$ cat src/rtl/ifid_frontend_pkg.sv
// Shared pipeline definitions: fetch constants, hazard-unit control bundle and
// the IF/ID register layout with its hold/bubble/load decode.
package ifid_frontend_pkg;

    localparam logic [31:0] RESET_PC_DEF = 32'h0000_0000;
    localparam logic [31:0] NOP_INST_DEF = 32'h0000_0013;
    localparam logic [31:0] PC_INC       = 32'd4;

    typedef struct packed {
        logic en_if;
        logic en_ifid;
        logic nop_ifid;
    } hazard_ctl_t;

    typedef struct packed {
        logic [31:0] pc;
        logic [31:0] inst;
        logic        valid;
    } ifid_t;

    typedef enum logic [1:0] {
        IFID_HOLD   = 2'd0,
        IFID_BUBBLE = 2'd1,
        IFID_LOAD   = 2'd2
    } ifid_op_t;

    // A disabled IF/ID wins over any bubble request, including a redirect squash.
    function automatic ifid_op_t ifid_op(input hazard_ctl_t ctl, input logic redirect);
        if (!ctl.en_ifid)                return IFID_HOLD;
        else if (ctl.nop_ifid || redirect) return IFID_BUBBLE;
        else                             return IFID_LOAD;
    endfunction

endpackage

$ cat src/rtl/ifid_frontend_ifid_reg.sv
// IF/ID pipeline register: holds, loads a bubble, or captures the fetched
// instruction together with its PC.
module ifid_reg
    import ifid_frontend_pkg::*;
#(
    parameter logic [31:0] NOP_INST = NOP_INST_DEF
) (
    input  logic        clk,
    input  logic        rst,
    input  ifid_op_t    op,
    input  logic [31:0] pc_in,
    input  logic [31:0] inst_in,
    output ifid_t       ifid
);

    ifid_t ifid_d, ifid_q;

    always_comb begin
        ifid_d = ifid_q;
        case (op)
            IFID_BUBBLE: ifid_d = '{pc: pc_in, inst: NOP_INST, valid: 1'b0};
            IFID_LOAD:   ifid_d = '{pc: pc_in, inst: inst_in,  valid: 1'b1};
            default:     ifid_d = ifid_q;
        endcase
    end

    always_ff @(posedge clk or posedge rst) begin
        if (rst) ifid_q <= '{pc: 32'h0, inst: NOP_INST, valid: 1'b0};
        else     ifid_q <= ifid_d;
    end

    assign ifid = ifid_q;

endmodule

$ cat src/rtl/ifid_frontend.sv
// Fetch front end: PC register with redirect/advance/hold, IF/ID register and
// stall/bubble performance counters.
module ifid_frontend
    import ifid_frontend_pkg::*;
#(
    parameter logic [31:0] RESET_PC = RESET_PC_DEF,
    parameter logic [31:0] NOP_INST = NOP_INST_DEF
) (
    input  logic        clk,
    input  logic        rst,
    input  logic        en_IF,
    input  logic        en_IFID,
    input  logic        NOP_IFID,
    input  logic        PCSrc_EXMem,
    input  logic [31:0] Target_EXMem,
    input  logic [31:0] inst_in,
    output logic [31:0] PC_out,
    output logic [31:0] PC_out_IFID,
    output logic [31:0] inst_out_IFID,
    output logic        valid_IFID,
    output logic [31:0] stall_cnt,
    output logic [31:0] bubble_cnt
);

    logic [31:0] pc_d, pc_q;
    logic [31:0] stall_cnt_d, stall_cnt_q;
    logic [31:0] bubble_cnt_d, bubble_cnt_q;
    logic [31:0] redirect_pc;
    hazard_ctl_t ctl;
    ifid_op_t    op;
    ifid_t       ifid;

    assign ctl         = '{en_if: en_IF, en_ifid: en_IFID, nop_ifid: NOP_IFID};
    assign op          = ifid_op(ctl, PCSrc_EXMem);
    assign redirect_pc = Target_EXMem & ~32'h3;

    // Redirect beats the stall so a resolved branch is never dropped.
    always_comb begin
        pc_d = pc_q;
        if (PCSrc_EXMem) pc_d = redirect_pc;
        else if (en_IF)  pc_d = pc_q + PC_INC;

        stall_cnt_d = stall_cnt_q;
        if (!en_IF) stall_cnt_d = stall_cnt_q + 32'd1;

        bubble_cnt_d = bubble_cnt_q;
        if (op == IFID_BUBBLE) bubble_cnt_d = bubble_cnt_q + 32'd1;
    end

    always_ff @(posedge clk or posedge rst) begin
        if (rst) begin
            pc_q         <= RESET_PC;
            stall_cnt_q  <= 32'h0;
            bubble_cnt_q <= 32'h0;
        end else begin
            pc_q         <= pc_d;
            stall_cnt_q  <= stall_cnt_d;
            bubble_cnt_q <= bubble_cnt_d;
        end
    end

    ifid_reg #(.NOP_INST(NOP_INST)) u_ifid_reg (
        .clk     (clk),
        .rst     (rst),
        .op      (op),
        .pc_in   (pc_q),
        .inst_in (inst_in),
        .ifid    (ifid)
    );

    assign PC_out        = pc_q;
    assign PC_out_IFID   = ifid.pc;
    assign inst_out_IFID = ifid.inst;
    assign valid_IFID    = ifid.valid;
    assign stall_cnt     = stall_cnt_q;
    assign bubble_cnt    = bubble_cnt_q;

endmodule

$ cat config.mk
export PLATFORM = sky130hd
export DESIGN_NAME = ifid_frontend
export DESIGN_NICKNAME = d
export VERILOG_FILES = /design/src/rtl/ifid_frontend_pkg.sv /design/src/rtl/ifid_frontend_ifid_reg.sv /design/src/rtl/ifid_frontend.sv
export SDC_FILE = /design/constraint.sdc
export NUM_CORES = 1
export LEC_CHECK = 0
export BUFFER_PORTS_ARGS = -buffer_cell sky130_fd_sc_hd__buf_2
export CELL_PAD_IN_SITES_DETAIL_PLACEMENT = 0
export CELL_PAD_IN_SITES_GLOBAL_PLACEMENT = 2
export CORE_ASPECT_RATIO = 1.25
export CORE_MARGIN = 4
export CORE_UTILIZATION = 34
export CTS_CLUSTER_SIZE = 30
export DETAILED_ROUTE_END_ITERATION = 6
export PLACE_DENSITY = 0.85
export SLEW_MARGIN = 10
export SYNTH_ARGS = -nofsm -noshare
export SYNTH_HDL_FRONTEND = slang
export SYNTH_SLANG_ARGS = --single-unit
$ cat constraint.sdc
create_clock -name clk -period 7.9 [get_ports clk]
set_input_delay 0.395 -clock clk [delete_from_list [all_inputs] [get_ports clk]]
set_output_delay 0.395 -clock clk [all_outputs]
set_load 0.01 [all_outputs]
-- Yosys cells after proc, flatten, opt, wreduce, memory -nomap -nowiden
Cells that the tools add are included.
- flip-flop bits (word level): 161
- bits in latches: 0
- memory bits (writable): 0
- bits in read-only memories: 0
- bits of input ports: 70
- output and inout bits: 161
- word-level logic and storage cells: 19
- memories kept: 0
- $add $sub $neg: 3
- $mul: 0
- divide/modulo/power cells: 0
- $lt $le $gt $ge: 0
- eq/ne operators: 2
- shifts and indexed selects: 0
- multiplexer cells: 5
- bitwise logic cells: 0
- reduce and logical (&&, ||, !) cells: 3
- operators with widths (cell ; number):
    $pmux 65 s2 ; 1
    $add 32x1->32 const B ; 2
    $mux 32 ; 2
    $add 32x3->32 const B ; 1
    $mux 2 ; 2
    $reduce_bool 2->1 ; 2
    $eq 2x1->1 const B ; 1
    $eq 2x2->1 const B ; 1
    $logic_or 1x1->1 ; 1

-- Logic depth before layout (Yosys ltp)
- depth in word-level cells: 5
- depth in mapped cells: 6
- gate-level depth less buffers: 6

-- Hierarchy
Synthesis repeated with hierarchy kept, for this count alone.
- cells, all modules: 614
- area, all modules: 7095.6 sq um
- by module, submodules not included (module ; times used ; cells an instance ; area each (sq um) ; seq. area each (sq um)):
    ifid_frontend ; 1 ; 465 ; 4650.7 ; 2352.3
    ifid_reg ; 1 ; 149 ; 2444.8 ; 1630.3

-- Worst setup path after synthesis
Ideal clock, no wire load.
- path kind: input-to-reg
- from: input port en_IF
- to: register pc_q[29], in the netlist PC_out[29]
- arrival time: 1639 ps
- setup slack: 6136 ps
- stages on the path: 6
- buffers on the path: 1
- cells stage by stage: buf_4 nand3_1 or3_4 nor4_2 xor2_1 mux2_2
- longest elaborated chain between the ends: 1
- ends and longest elaborated chain (item ; RTL line ; source):
    start, declared ; ifid_frontend.sv:11 ; input logic en_IF,
    $reduce_bool 2->1 (no line) ; - ;
    end signal, assigned ; ifid_frontend.sv:56 ; pc_q <= pc_d;
    end, declared ; ifid_frontend.sv:25 ; logic [31:0] pc_d, pc_q;
Every way passes these cells.
A chain may end at the register's enable or synchronous reset.

-- Worst setup path after layout
- from: register pc_q[4], in the netlist PC_out[4]
- to: register pc_q[25], in the netlist PC_out[25]
- longest elaborated chain between the ends: 3
- ends and longest elaborated chain (item ; RTL line ; source):
    $add 32x3->32 ; ifid_frontend.sv:41 ; else if (en_IF) pc_d = pc_q + PC_INC;
    $mux 32 ; ifid_frontend.sv:41 ;
    $mux 32 ; ifid_frontend.sv:40 ; if (PCSrc_EXMem) pc_d = redirect_pc;
Every way passes these cells. The select of a mux whose other input is x is not followed.

==> qor.yml <==
rsz0062_at_grt: "no"
io_pins: 231
cts.sinks: 157
hold_viol: 0
wl_per_cell_um: 15.3
final_net_count: 932
fin_crit_ns: 2.26
synth-edff-count: 0
io_buffers: 224
finalSetupViolations: 0
fin_util_pct: 42.8
detail_route.wirelength_um: 17500
synthFlopType: "dfrtp_1"
cp-end-kind: "flop"
die_w_um: 138
diodes: 0
grt_pass1_wl_um: 28100
h-tree-depth: 4
overflow: 0
fmax_mhz: 443
critPathMaxStageDelay_ns: 0.82
postSynthAreaPerCell_um2: 10.8
fin_crit_sh_pct: 28.6
worstPathCellList: "nand3_4 -> nor3_1 -> nand4_1 -> xnor2_1 -> mux2_2"
cts_setup_buffers: 0
via_per_inst: 4.56
fp.coreArea_mm2: 0.0208
crit_end: "PC_out[25]"
drtIter0Drc: 139
fillers: 2045
clk_pin_slew_ns: 0.07
crit_start: "PC_out[4]"
criticalPathCategory: "reg2reg"
rr_worst_depth: 5
synth_cell_types: 47
ys_seq_area_share_pct: 54.9
drc: 0
yosysWarnings: 0
grt_max_degree: 87
slew_headroom_pct: 33.3
drt_first_pass_iters: 6
netlist_instances: 663
slowest_stage: "nor3_1"
skew_ns: 0.0117
num_rows: 59
p_per_area_mw_per_mm2: 233
ctsHoldBuffers: 0
root_buffer: "clkbuf_16"
fin_area_mm2: 0.00891
areaGrowthSynthToFinish_pct: 24.3
grt_pass1_vias: 5400
peakVddDrop_v: 0.000146
cp_max_fo: 7
antenna_found_initial: 1
cts_buffer_depth: 2
netlist_area_mm2: 0.00717
dp_hpwl_um: 12700
die_h_um: 170
p_leak_uw: 0.00435
r2r_end: "PC_out[25]"
ff_latch_area_mm2: 0.00393
dieArea_mm2: 0.0235
largest_register_ff_count: 63
hold_path.class: "in2async"
initial_utilization_pct: 34.4
cap_violations: 0
synth_async_sr_flop_share_pct: 100
required_ns: 8.21
status: "finished clean"
final_cell_mix: "224 x buf_2, 154 x dfrtp_1, 86 x nand2_1, 50 x o21ai_0, 49 x xnor2_1"
tightest_slew_ns: 0.992
r2r_start: "PC_out[4]"
drive_gt1_share_pct: 35.9
cts_buffers: 17
slew_violations: 0
synth-seq-cells: 157
cts_tree: "built"
cp-start-kind: "flop"
multiInputGateArea_mm2: 0.00276
regToRegSetupSlack_ns: 5.64
fin_setup_tns_ns: 0
dpl_cell_area_mm2: 0.00834
layout_commonest_cell: "buf_2"
gp_congestion: 0.720
postCtsResizedCells: 0
clock_latency_ns: 0.42
vias: 5222
ant_nets: 0
grt_usage_pct: 15.0
cp_data_arrival_time_ns: 2.57
==> area by class of cell <==
cell class	count	share of cell area (%)
Clock buffer	19	4.86
Clock inverter	12	1.54
Inverter	40	1.74
Multi-Input combinational cell	416	31.0
Sequential cell	157	44.1
Tap cell	274	3.85
Timing Repair Buffer	227	12.8
==> worst min path at each step <==
stage	start	end	slack [ns]	cells past startpoint
after CTS	rst	u_ifid_reg.ifid[28]	0.16	2
after floorplan	stall_cnt[31]	stall_cnt[31]	0.50	1
after global placement	stall_cnt[31]	stall_cnt[31]	0.45	1
final	rst	stall_cnt[0]	0.12	2
after global routing	Target_EXMem[17]	PC_out[17]	0.16	3
after detailed placement	bubble_cnt[31]	bubble_cnt[31]	0.46	1
==> report_power, final <==
part / internal (uW) / total [uW] / switching (uW) / leakage (uW)
Sequential: 886 / 975 / 89.0 / 0.00200
Clock: 467 / 808 / 341 / 0.000263
Combinational: 138 / 295 / 157 / 0.00208
Total: 1490 / 2080 / 587 / 0.00435
==> cell families after synthesis <==
| family | synth area share, % |
|---|---|
| AND/OR/NAND/NOR | 16.6 |
| flip-flops | 54.9 |
| buffers and inverters | 6.75 |
| XOR/XNOR | 11.0 |
| AO/OA/AOI/OAI | 4.42 |
| multiplexers | 5.79 |
| adder cells (fa/ha/maj) | 0.524 |
| other | 0.0523 |
==> Yosys cell counts, types with 2 or more instances <==
cell type,n,area share (%)
nor3_1,9,0.63
mux2_2,36,5.7
and2_1,6,0.52
buf_1,5,0.26
or2_1,2,0.17
dfrtp_1,154,54
inv_1,40,2.1
buf_4,35,3.7
dfstp_2,3,1.1
o21ai_1,4,0.28
nand2b_1,2,0.17
nand4_2,2,0.35
clkbuf_1,10,0.52
nor2_1,28,1.5
buf_2,3,0.21
nor4_1,2,0.17
ha_1,3,0.52
xnor2_1,49,6.0
nand3_1,30,2.1
nor4_2,5,0.87
o21ai_0,50,3.5
nand4_1,19,1.7
o22a_1,3,0.37
xor2_1,41,5.0
nand2_1,86,4.5
and4_1,8,0.98
and3_1,8,0.70
==> metal layers <==
| layer | vias to the layer above | part of all wire (%) | track usage, % |
|---|---|---|---|
| met1 | 2495 | 41 | 17.7 |
| met5 | - | 0.074 | 0 |
| met4 | 2 | 2.0 | 4.56 |
| met2 | 150 | 50 | 25.8 |
| li1 | 2558 | - | - |
| met3 | 17 | 7.1 | 4.85 |
==> per-stage QoR <==
stage | cells | setup WS, ns | power, uW | hold slack (ns)
global route | 1145 | 5.53 | 2190 | 0.164
floorplan | 666 | 3.28 | 1170 | 0.504
detailed placement | 1114 | 5.28 | 1290 | 0.460
CTS | 1145 | 5.62 | 2110 | 0.160
global placement | 1114 | 5.26 | 1290 | 0.452
finish | 1145 | 5.64 | 2080 | 0.115
==> critical path, delay by kind of cell, from the launching register on <==
family	cells	cell delay, ns
simple gates	3	1.20
flops	1	0.51
mux	1	0.25
xor+xnor	1	0.18
Power figures use the tool's default switching activity.
